`src/rtl/bias_sweep_ctrl_if.sv`:
```
// Handshake bundle between the bias sweep controller, the noise detector and
// the SPI DAC driver.
//  master : the controller (drives dac_code/spi_start and status)
//  slave  : the surroundings (drive start/abort/noise_valid/spi_done)
interface bias_sweep_ctrl_if #(
  parameter int DAC_W = 8
);
  logic             start;
  logic             abort;
  logic             noise_valid;
  logic             spi_done;
  logic [DAC_W-1:0] dac_code;
  logic             spi_start;
  logic             busy;
  logic             locked;
  logic             fail;
  logic [DAC_W-1:0] lock_code;
  logic [2:0]       dbg_state;
  logic [3:0]       dbg_win;

  modport master (
    input  start, abort, noise_valid, spi_done,
    output dac_code, spi_start, busy, locked, fail, lock_code, dbg_state, dbg_win
  );

  modport slave (
    output start, abort, noise_valid, spi_done,
    input  dac_code, spi_start, busy, locked, fail, lock_code, dbg_state, dbg_win
  );
endinterface

```
`src/rtl/bias_sweep_ctrl.sv`:
```
// Diode bias sweep controller.
// Ramps a DAC code (coarse steps, then fine steps after a back-off) through an
// SPI DAC, waits for the write to complete, settles, skips a dead gap and then
// listens for noise. Locks once N_WIN consecutive noisy windows are seen at one
// code; fails on SPI timeout or when the next step would exceed MAX_CODE.
// Ports:
//  clk, reset_n : clock (rising edge), asynchronous active-low reset
//  bus (master) : start/abort/noise_valid/spi_done in;
//                 dac_code/spi_start/busy/locked/fail/lock_code/dbg_* out
module bias_sweep_ctrl #(
  parameter int DAC_W       = 8,
  parameter int START_CODE  = 0,
  parameter int MAX_CODE    = 255,
  parameter int COARSE_STEP = 4,
  parameter int FINE_STEP   = 1,
  parameter int BACKOFF     = 4,
  parameter int FINE_EN     = 1,
  parameter int N_WIN       = 3,
  parameter int T_SETTLE    = 17500,
  parameter int T_GAP       = 250,
  parameter int T_LISTEN    = 5750,
  parameter int SPI_TO      = 1500
) (
  input logic               clk,
  input logic               reset_n,
  bias_sweep_ctrl_if.master bus
);

  typedef enum logic [2:0] {
    S_IDLE   = 3'd0,
    S_LOAD   = 3'd1,
    S_SETTLE = 3'd2,
    S_GAP    = 3'd3,
    S_LISTEN = 3'd4,
    S_DECIDE = 3'd5,
    S_LOCKED = 3'd6,
    S_FAIL   = 3'd7
  } state_t;

  typedef enum logic {PH_COARSE = 1'b0, PH_FINE = 1'b1} phase_t;

  // One shared timer serves every timed state; it only has to reach the
  // longest duration minus one.
  localparam int T_A   = (T_SETTLE > T_GAP) ? T_SETTLE : T_GAP;
  localparam int T_B   = (T_LISTEN > SPI_TO) ? T_LISTEN : SPI_TO;
  localparam int T_MAX = (T_A > T_B) ? T_A : T_B;
  localparam int TW    = (T_MAX > 1) ? $clog2(T_MAX) : 1;
  localparam int SW    = DAC_W + 1;
  // Without the fine search the controller lives in the fine phase forever.
  localparam phase_t PH_RST = (FINE_EN != 0) ? PH_COARSE : PH_FINE;

  state_t           state_q, state_d;
  phase_t           phase_q, phase_d;
  logic [DAC_W-1:0] code_q,  code_d;
  logic [DAC_W-1:0] lock_q,  lock_d;
  logic [3:0]       win_q,   win_d;
  logic [TW-1:0]    timer_q, timer_d;
  logic             noisy_q, noisy_d;

  logic [SW-1:0]    step_x, sum_x;
  logic [3:0]       win_inc;

  // Step sum is one bit wider so an overshoot past MAX_CODE is visible
  // instead of wrapping.
  assign step_x  = (phase_q == PH_FINE) ? SW'(FINE_STEP) : SW'(COARSE_STEP);
  assign sum_x   = {1'b0, code_q} + step_x;
  assign win_inc = win_q + 4'd1;

  always_ff @(posedge clk or negedge reset_n) begin
    if (!reset_n) begin
      state_q <= S_IDLE;
      phase_q <= PH_RST;
      code_q  <= '0;
      lock_q  <= '0;
      win_q   <= '0;
      timer_q <= '0;
      noisy_q <= 1'b0;
    end else begin
      state_q <= state_d;
      phase_q <= phase_d;
      code_q  <= code_d;
      lock_q  <= lock_d;
      win_q   <= win_d;
      timer_q <= timer_d;
      noisy_q <= noisy_d;
    end
  end

  always_comb begin
    state_d = state_q;
    phase_d = phase_q;
    code_d  = code_q;
    lock_d  = lock_q;
    win_d   = win_q;
    timer_d = '0;          // every state transition clears the timer
    noisy_d = noisy_q;
    if (bus.abort) begin
      // Codes are kept so a host can inspect where the sweep stopped.
      state_d = S_IDLE;
    end else begin
      case (state_q)
        S_IDLE, S_LOCKED, S_FAIL: begin
          if (bus.start) begin
            state_d = S_LOAD;
            code_d  = DAC_W'(START_CODE);
            win_d   = '0;
            phase_d = PH_RST;
          end
        end
        S_LOAD: begin
          // spi_done wins over the timeout on the last allowed cycle.
          if (bus.spi_done)                       state_d = S_SETTLE;
          else if (timer_q == TW'(SPI_TO - 1))    state_d = S_FAIL;
          else                                    timer_d = timer_q + TW'(1);
        end
        S_SETTLE: begin
          if (timer_q == TW'(T_SETTLE - 1)) state_d = S_GAP;
          else                              timer_d = timer_q + TW'(1);
        end
        S_GAP: begin
          if (timer_q == TW'(T_GAP - 1)) begin
            state_d = S_LISTEN;
            noisy_d = 1'b0;
          end else begin
            timer_d = timer_q + TW'(1);
          end
        end
        S_LISTEN: begin
          noisy_d = noisy_q | bus.noise_valid;
          if (timer_q == TW'(T_LISTEN - 1)) state_d = S_DECIDE;
          else                              timer_d = timer_q + TW'(1);
        end
        S_DECIDE: begin
          if (noisy_q && phase_q == PH_COARSE && FINE_EN != 0) begin
            // First noise in coarse search: step back and refine.
            code_d  = (int'(code_q) < START_CODE + BACKOFF) ? DAC_W'(START_CODE)
                                                            : code_q - DAC_W'(BACKOFF);
            phase_d = PH_FINE;
            win_d   = '0;
            state_d = S_LOAD;
          end else if (noisy_q) begin
            win_d = win_inc;
            if (win_inc == 4'(N_WIN)) begin
              lock_d  = code_q;
              state_d = S_LOCKED;
            end else begin
              state_d = S_LOAD;  // retry the same code, rewrites the DAC
            end
          end else begin
            win_d = '0;
            if (sum_x > SW'(MAX_CODE)) begin
              state_d = S_FAIL;
            end else begin
              code_d  = sum_x[DAC_W-1:0];
              state_d = S_LOAD;
            end
          end
        end
        default: state_d = S_IDLE;
      endcase
    end
  end

  // The timer is zero only on the first LOAD cycle, which is the write pulse.
  assign bus.spi_start = (state_q == S_LOAD) && (timer_q == '0);
  assign bus.busy      = state_q inside {S_LOAD, S_SETTLE, S_GAP, S_LISTEN, S_DECIDE};
  assign bus.locked    = (state_q == S_LOCKED);
  assign bus.fail      = (state_q == S_FAIL);
  assign bus.dac_code  = code_q;
  assign bus.lock_code = lock_q;
  assign bus.dbg_state = state_q;
  assign bus.dbg_win   = win_q;

endmodule
```
`src/flat_wrapper.sv`:
```
// flat-port wrapper written by rule: the top's interface ports become plain ports
module bias_sweep_ctrl_flat 
#(
  parameter int DAC_W       = 8,
  parameter int START_CODE  = 0,
  parameter int MAX_CODE    = 255,
  parameter int COARSE_STEP = 4,
  parameter int FINE_STEP   = 1,
  parameter int BACKOFF     = 4,
  parameter int FINE_EN     = 1,
  parameter int N_WIN       = 3,
  parameter int T_SETTLE    = 17500,
  parameter int T_GAP       = 250,
  parameter int T_LISTEN    = 5750,
  parameter int SPI_TO      = 1500
)
  (clk, reset_n, bus_start, bus_abort, bus_noise_valid, bus_spi_done, bus_dac_code, bus_spi_start, bus_busy, bus_locked, bus_fail, bus_lock_code, bus_dbg_state, bus_dbg_win);
  bias_sweep_ctrl_if #(.DAC_W(DAC_W)) bus_i ();
  input logic clk;
  input logic reset_n;
  input wire logic [$bits(bus_i.start)-1:0] bus_start;
  input wire logic [$bits(bus_i.abort)-1:0] bus_abort;
  input wire logic [$bits(bus_i.noise_valid)-1:0] bus_noise_valid;
  input wire logic [$bits(bus_i.spi_done)-1:0] bus_spi_done;
  output wire logic [$bits(bus_i.dac_code)-1:0] bus_dac_code;
  output wire logic [$bits(bus_i.spi_start)-1:0] bus_spi_start;
  output wire logic [$bits(bus_i.busy)-1:0] bus_busy;
  output wire logic [$bits(bus_i.locked)-1:0] bus_locked;
  output wire logic [$bits(bus_i.fail)-1:0] bus_fail;
  output wire logic [$bits(bus_i.lock_code)-1:0] bus_lock_code;
  output wire logic [$bits(bus_i.dbg_state)-1:0] bus_dbg_state;
  output wire logic [$bits(bus_i.dbg_win)-1:0] bus_dbg_win;
  assign bus_i.start = bus_start;
  assign bus_i.abort = bus_abort;
  assign bus_i.noise_valid = bus_noise_valid;
  assign bus_i.spi_done = bus_spi_done;
  assign bus_dac_code = bus_i.dac_code;
  assign bus_spi_start = bus_i.spi_start;
  assign bus_busy = bus_i.busy;
  assign bus_locked = bus_i.locked;
  assign bus_fail = bus_i.fail;
  assign bus_lock_code = bus_i.lock_code;
  assign bus_dbg_state = bus_i.dbg_state;
  assign bus_dbg_win = bus_i.dbg_win;
  bias_sweep_ctrl #(.DAC_W(DAC_W), .START_CODE(START_CODE), .MAX_CODE(MAX_CODE), .COARSE_STEP(COARSE_STEP), .FINE_STEP(FINE_STEP), .BACKOFF(BACKOFF), .FINE_EN(FINE_EN), .N_WIN(N_WIN), .T_SETTLE(T_SETTLE), .T_GAP(T_GAP), .T_LISTEN(T_LISTEN), .SPI_TO(SPI_TO)) u_core (.clk(clk), .reset_n(reset_n), .bus(bus_i));
endmodule
```
`config.mk`:
```
export PLATFORM = sky130hd
export DESIGN_NAME = bias_sweep_ctrl_flat
export DESIGN_NICKNAME = d
export VERILOG_FILES = /design/src/rtl/bias_sweep_ctrl_if.sv /design/src/rtl/bias_sweep_ctrl.sv /design/src/flat_wrapper.sv
export SDC_FILE = /design/constraint.sdc
export NUM_CORES = 1
export LEC_CHECK = 0
export CORE_MARGIN = 1
export CORE_UTILIZATION = 30
export CTS_CLUSTER_DIAMETER = 200
export DETAILED_ROUTE_END_ITERATION = 12
export GPL_ROUTABILITY_DRIVEN = 0
export PLACE_DENSITY = 0.47
export SYNTH_ARGS = -nofsm -noshare
export SYNTH_HDL_FRONTEND = slang
export SYNTH_SLANG_ARGS = --single-unit
```
`constraint.sdc`:
```
create_clock -name clk -period 2.9 [get_ports clk]
set_input_delay 0.29 -clock clk [delete_from_list [all_inputs] [get_ports clk]]
set_output_delay 0.29 -clock clk [all_outputs]
set_load 0.005 [all_outputs]
```
==> results of run 1 <==
[registers in the layout, summed over array words and instances (netlist names)]
register              cells
u_core.noisy_q            1
u_core.bus.dbg_win        4
u_core.phase_q            1
u_core.bus.lock_code      8
u_core.bus.dac_code       8
u_core.bus.dbg_state      3
u_core.timer_q           15
[routing by layer]
layer	vias to the layer above	global-route usage, %	share of wire (%)
met3	7	3.33	3.7
met4	0	3.08	0.69
met5	-	0	0
met1	1041	18.9	47
met2	48	25.7	48
li1	1074	-	-
[area by class of cell]
cell class	instances	area [µm²]	share of cell area (%)
Clock buffer	5	68.8	2.24
Clock inverter	3	46.3	1.51
Inverter	10	37.5	1.22
Multi-Input combinational cell	215	1430	46.6
Sequential cell	40	1000	32.7
Tap cell	105	131	4.29
Timing Repair Buffer	37	353	11.5
[cell families (layout without fill, tap and decap cells)]
logic type | after synthesis | in the layout | share of synthesized area (%)
AO/OA/AOI/OAI | 53 | 53 | 14.7
XOR/XNOR | 15 | 15 | 5.22
adder cells (fa/ha/maj) | 9 | 9 | 4.48
buffers and inverters | 22 | 55 | 3.43
flip-flops | 40 | 40 | 39.8
multiplexers | 8 | 8 | 3.58
AND/OR/NAND/NOR | 130 | 130 | 28.8
[final timing paths]
path,startpoint,endpoint,slack [ps],cells after the start
max in group asynchronous,reset_n,u_core.noisy_q,2190,1
max,u_core.bus.dbg_state[1],bus_spi_start,470,5
min,reset_n,u_core.bus.dbg_win[3],120,1
min in group clk,u_core.bus.lock_code[2],u_core.bus.lock_code[2],490,2
min reg2reg,u_core.bus.lock_code[2],u_core.bus.lock_code[2],490,2
max reg2reg,u_core.phase_q,u_core.bus.dac_code[1],620,8
[per-stage QoR]
stage / setup WS [ps] / power (mW) / std cells / area [µm²]
after floorplan: 765 / 1.06 / 277 / 2510
after global placement: 670 / 1.29 / 407 / 2950
after detailed placement: 624 / 1.28 / 407 / 2950
final: 469 / 1.75 / 415 / 3070
after CTS: 411 / 1.78 / 415 / 3070
after global routing: 231 / 1.87 / 415 / 3070
[worst max-delay path: stages (launching register included)]
cell	delay, ps
dfrtp_1	540
nand2b_1	260
nor2_1	140
nand4_1	110
nor4_1	230
clkdlybuf4s50_1	560
[power breakdown]
part	internal [mW]	total [mW]	switching [mW]
Combinational	0.276	0.605	0.329
Sequential	0.590	0.664	0.0738
Clock	0.260	0.482	0.223
[placed cells by master, fill, tap and decap left out, drive strengths merged, types with 2 or more instances in the layout]
cell / synthesis / layout
buf: 1 / 6
a21bo: 3 / 3
dfrtp: 40 / 40
and3: 9 / 9
a41oi: 4 / 4
nor3b: 4 / 4
clkdlybuf4s50: 0 / 31
ha: 9 / 9
nor3: 9 / 9
or3: 5 / 5
nand4: 8 / 8
nor2b: 5 / 5
nand2b: 4 / 4
a21oi: 9 / 9
and3b: 2 / 2
o211ai: 2 / 2
nand3b: 3 / 3
xnor2: 7 / 7
xor2: 8 / 8
nor4: 6 / 6
nor4b: 5 / 5
clkbuf: 11 / 5
o31ai: 2 / 2
a31oi: 3 / 3
o22ai: 4 / 4
inv: 10 / 11
o21ai: 14 / 14
nand3: 6 / 6
or2: 3 / 3
o32ai: 2 / 2
nand2: 28 / 28
nor2: 30 / 30
mux2: 8 / 8
==> flow_metrics.py, run 1 <==
metrics = {
    "detailed_routing": {
        "via_count": 2170,
        "wl_per_cell_um": 14.3,
        "drt-pass1-iter-count": 4,
        "drt_iter0_drc": 90,
        "viasPerCell": 5.23,
        "drc_errors": 0,
        "antenna_left": 0,
        "wl_mm": 5.93,
    },
    "grt": {
        "grt_pass1_vias": 2080,
        "grt_pass1_wl_mm": 10.3,
        "antenna_found_initial": 0,
        "grt_usage_pct": 14.9,
        "grt_max_degree": 41,
        "grt_overflow_total": 0,
    },
    "synthesis": {
        "avgSynthCellArea_um2": 9.08,
        "netlist-cell-type-count": 51,
        "async_flop_share_pct": 100,
        "synth.area.top_cells": "dfrtp_1 40%, ha_1 4.5%, nor2_1 4.5%, nand2_1 4.2%, mux2_2 3.6%",
        "syn_area_um2": 2510,
        "synthesis.nets": 292,
        "yosysSeqAreaShare_pct": 39.8,
        "yosys_warnings": 0,
        "synth_edf_count": 0,
        "ys_top_cells_by_count": "40 x dfrtp_1, 30 x nor2_1, 28 x nand2_1",
        "synth_top_area_share_pct": 39.8,
        "yosysMostFrequentCell": "dfrtp_1",
        "ys.flop_type": "dfrtp_1",
        "ys_seq_elements": 40,
        "synth.largest_area_cell": "dfrtp_1",
        "syn_inst": 277,
    },
    "floorplanning": {
        "start_util_pct": 30.8,
        "fp.coreArea_um2": 8180,
        "ioPinCount": 33,
        "fp.dieArea_um2": 8750,
        "rows": 33,
        "die_h_um": 93.6,
        "die_w_um": 93.6,
    },
    "pwr": {
        "p_per_area_nw_per_um2": 571,
        "irDropWorstVdd_mv": 0.180,
        "p_leak_nw": 1.24,
    },
    "clock_network": {
        "clock_latency_ps": 300,
        "cts-root-buf": "clkbuf_8",
        "cts_resized": 0,
        "cts_tree": "done",
        "h-tree-depth": 2,
        "cts_buffer_depth": 2,
        "numCtsBuffers": 5,
        "post-cts-setup-buffers": 0,
        "clock_sinks": 40,
        "holdBufCountCts": 0,
        "clkTransAtPathRegs_ps": 90,
    },
    "cells_and_area": {
        "drive_gt1_share_pct": 12.3,
        "area_growth_pct": 21.9,
        "nNetsFinal": 324,
        "post-route-util_pct": 37.5,
        "antenna_cells": 0,
        "fillers": 842,
    },
    "timing": {
        "setup_tns_ps": 0,
        "tightest_slew_ps": 929,
        "rsz0062_at_grt": "no",
        "whs_ps": 122,
        "hold_viol": 0,
        "period_share_pct": 83.8,
        "timing.fmax_ghz": 0.411,
        "timing.slew.headroom_pct": 38.1,
        "drv_slew": 0,
        "setup_violations": 0,
        "fin_skew_ps": 9.54,
        "fin_crit_ps": 2430,
    },
    "worst_setup_path": {
        "crit_path_start_kind": "flop",
        "criticalPathCategory": "reg -> out",
        "cp_max_fo": 15,
        "critical_path_required_ps": 2610,
        "cp-end-kind": "output port",
        "cp.arrival_ps": 2140,
    },
    "place": {
        "post-dp-hpwl_mm": 4.29,
        "io_buffers": 32,
    },
    "worst_hold_path": {
        "hold_class": "in -> async",
    },
    "status": {
        "status": "complete, no violations",
    },
    "job": {
        "maxCapViolCount": 0,
    },
}
Note: power is estimated with default switching activity, not from simulation.
==> inputs of run 2 (changes only) <==
- clock period: 2.9 -> 2.4 ns (I/O delays scaled with it)
==> run 2 against run 1 <==
  * Via count is 0.55% higher
  * Clock skew decreased by 4.8 ps
  * Cell area grew 2.2%
  * Critical endpoint unchanged
==> flow_metrics.py, run 2 (synthesis results as in run 1) <==
metrics = {
    "status": {
        "status": "complete, no violations",
    },
    "detailed_routing": {
        "drc_errors": 0,
        "drt_iter0_drc": 79,
        "via_count": 2182,
        "wl_mm": 6.10,
        "antenna_left": 0,
        "drt-pass1-iter-count": 4,
        "viasPerCell": 5.18,
        "wl_per_cell_um": 14.5,
    },
    "timing": {
        "tightest_slew_ps": 934,
        "timing.slew.headroom_pct": 37.8,
        "drv_slew": 0,
        "postLayoutSetupSlackWorst_ps": 174,
        "fin_skew_ps": 4.72,
        "timing.fmax_ghz": 0.449,
        "setup_violations": 0,
        "hold_viol": 0,
        "fin_crit_ps": 2230,
        "period_share_pct": 92.8,
        "rsz0062_at_grt": "yes",
    },
    "grt": {
        "grt_pass1_wl_mm": 10.3,
        "antenna_found_initial": 0,
        "grt_max_degree": 41,
        "grt_pass1_vias": 2125,
        "grt_overflow_total": 0,
        "grt_usage_pct": 15.0,
    },
    "cells_and_area": {
        "drive_gt1_share_pct": 15.2,
        "final_cell_mix": "39 x dfrtp_1, 31 x clkdlybuf4s50_1, 30 x nor2_1",
        "nNetsFinal": 330,
        "area_growth_pct": 24.6,
        "top_register": "u_core.timer_q",
        "post-route-util_pct": 38.3,
        "seq_area_um2": 1000,
        "largest_reg_flops": 15,
        "final_common_cell": "dfrtp_1",
        "antenna_cells": 0,
        "multiInputGateArea_um2": 1450,
        "stdcell_area_um2": 3130,
        "fillers": 854,
    },
    "floorplanning": {
        "die_w_um": 93.6,
        "rows": 33,
        "fp.dieArea_um2": 8750,
        "start_util_pct": 30.8,
        "fp.coreArea_um2": 8180,
        "die_h_um": 93.6,
        "ioPinCount": 33,
    },
    "worst_setup_path": {
        "cp-end-kind": "output port",
        "criticalPathCategory": "reg -> out",
        "cp.arrival_ps": 1990,
        "cp_max_fo": 6,
        "critical_path_required_ps": 2160,
        "crit_path_start_kind": "flop",
    },
    "pwr": {
        "p_per_area_nw_per_um2": 684,
        "p_leak_nw": 1.27,
        "irDropWorstVdd_mv": 0.222,
    },
    "clock_network": {
        "clkTransAtPathRegs_ps": 80,
        "cts_tree": "done",
        "clock_latency_ps": 300,
        "numCtsBuffers": 5,
        "holdBufCountCts": 0,
        "cts_buffer_depth": 2,
        "cts-root-buf": "clkbuf_8",
        "h-tree-depth": 2,
        "clock_sinks": 40,
    },
    "place": {
        "io_buffers": 32,
        "place_area_um2": 3000,
        "post-dp-hpwl_mm": 4.39,
        "pre_cts_ws_ps": 140,
    },
    "worst_hold_path": {
        "hold_class": "in -> async",
    },
    "job": {
        "maxCapViolCount": 0,
    },
}
## run 2: area by class of cell
cell class,count,area share [%]
multi-input cells,215,46.4
flip-flops and latches,40,32.0
repair buffers,43,12.7
well taps,105,4.19
clock buffers,5,2.20
clock inverters,3,1.36
inverters,10,1.20
## run 2: per-stage QoR
step	hold WS (ps)	power (mW)	std cells	TNS, ps
final	69.5	2.14	421	0
after global routing	169	2.29	421	-15.3
after CTS	119	2.16	421	0
after detailed placement	447	1.58	413	0
after global placement	444	1.59	413	0
after floorplan	-55.6	1.29	277	0
## run 2: path summary, 6_finish.rpt
kind                                         startpoint                       to  slack [ps]  cells past startpoint
min in group clk                u_core.bus.lock_code[2]  u_core.bus.lock_code[2]         480                      2
worst max register to register   u_core.bus.dac_code[0]   u_core.bus.dac_code[7]         220                      7
worst max-delay path                  u_core.timer_q[0]            bus_spi_start         170                      6
worst min-delay path                            reset_n    u_core.bus.dbg_win[0]          70                      1
worst min register to register  u_core.bus.lock_code[2]  u_core.bus.lock_code[2]         480                      2
max in group asynchronous                       reset_n  u_core.bus.dbg_state[2]        1690                      1
## run 2: metal layers
metal	vias up	routed length [µm]	GRT usage, %
li1	1080	-	-
met3	9	200	2.76
met1	1059	2840	19.2
met2	34	2980	25.4
met5	-	0	0
met4	0	78	5.00
## run 2: power breakdown
part           switching [mW]  leakage, nW  total [mW]  internal, mW
clock network           0.253       0.0541       0.561         0.308
logic                   0.405        0.665       0.771         0.366
registers              0.0983        0.552       0.813         0.715
## run 2: what timing repair did
action,CTS,global route
resized for setup,0,5
endpoints found under the setup margin,0,9
buffers inserted,0,0
## run 2: worst max-delay path, cell delays in order, from the launching register on
cell	delay [ps]
dfrtp_1	430
inv_1	80
ha_1	150
nor4b_2	170
nand4_1	130
nor4_2	180
clkdlybuf4s50_1	540
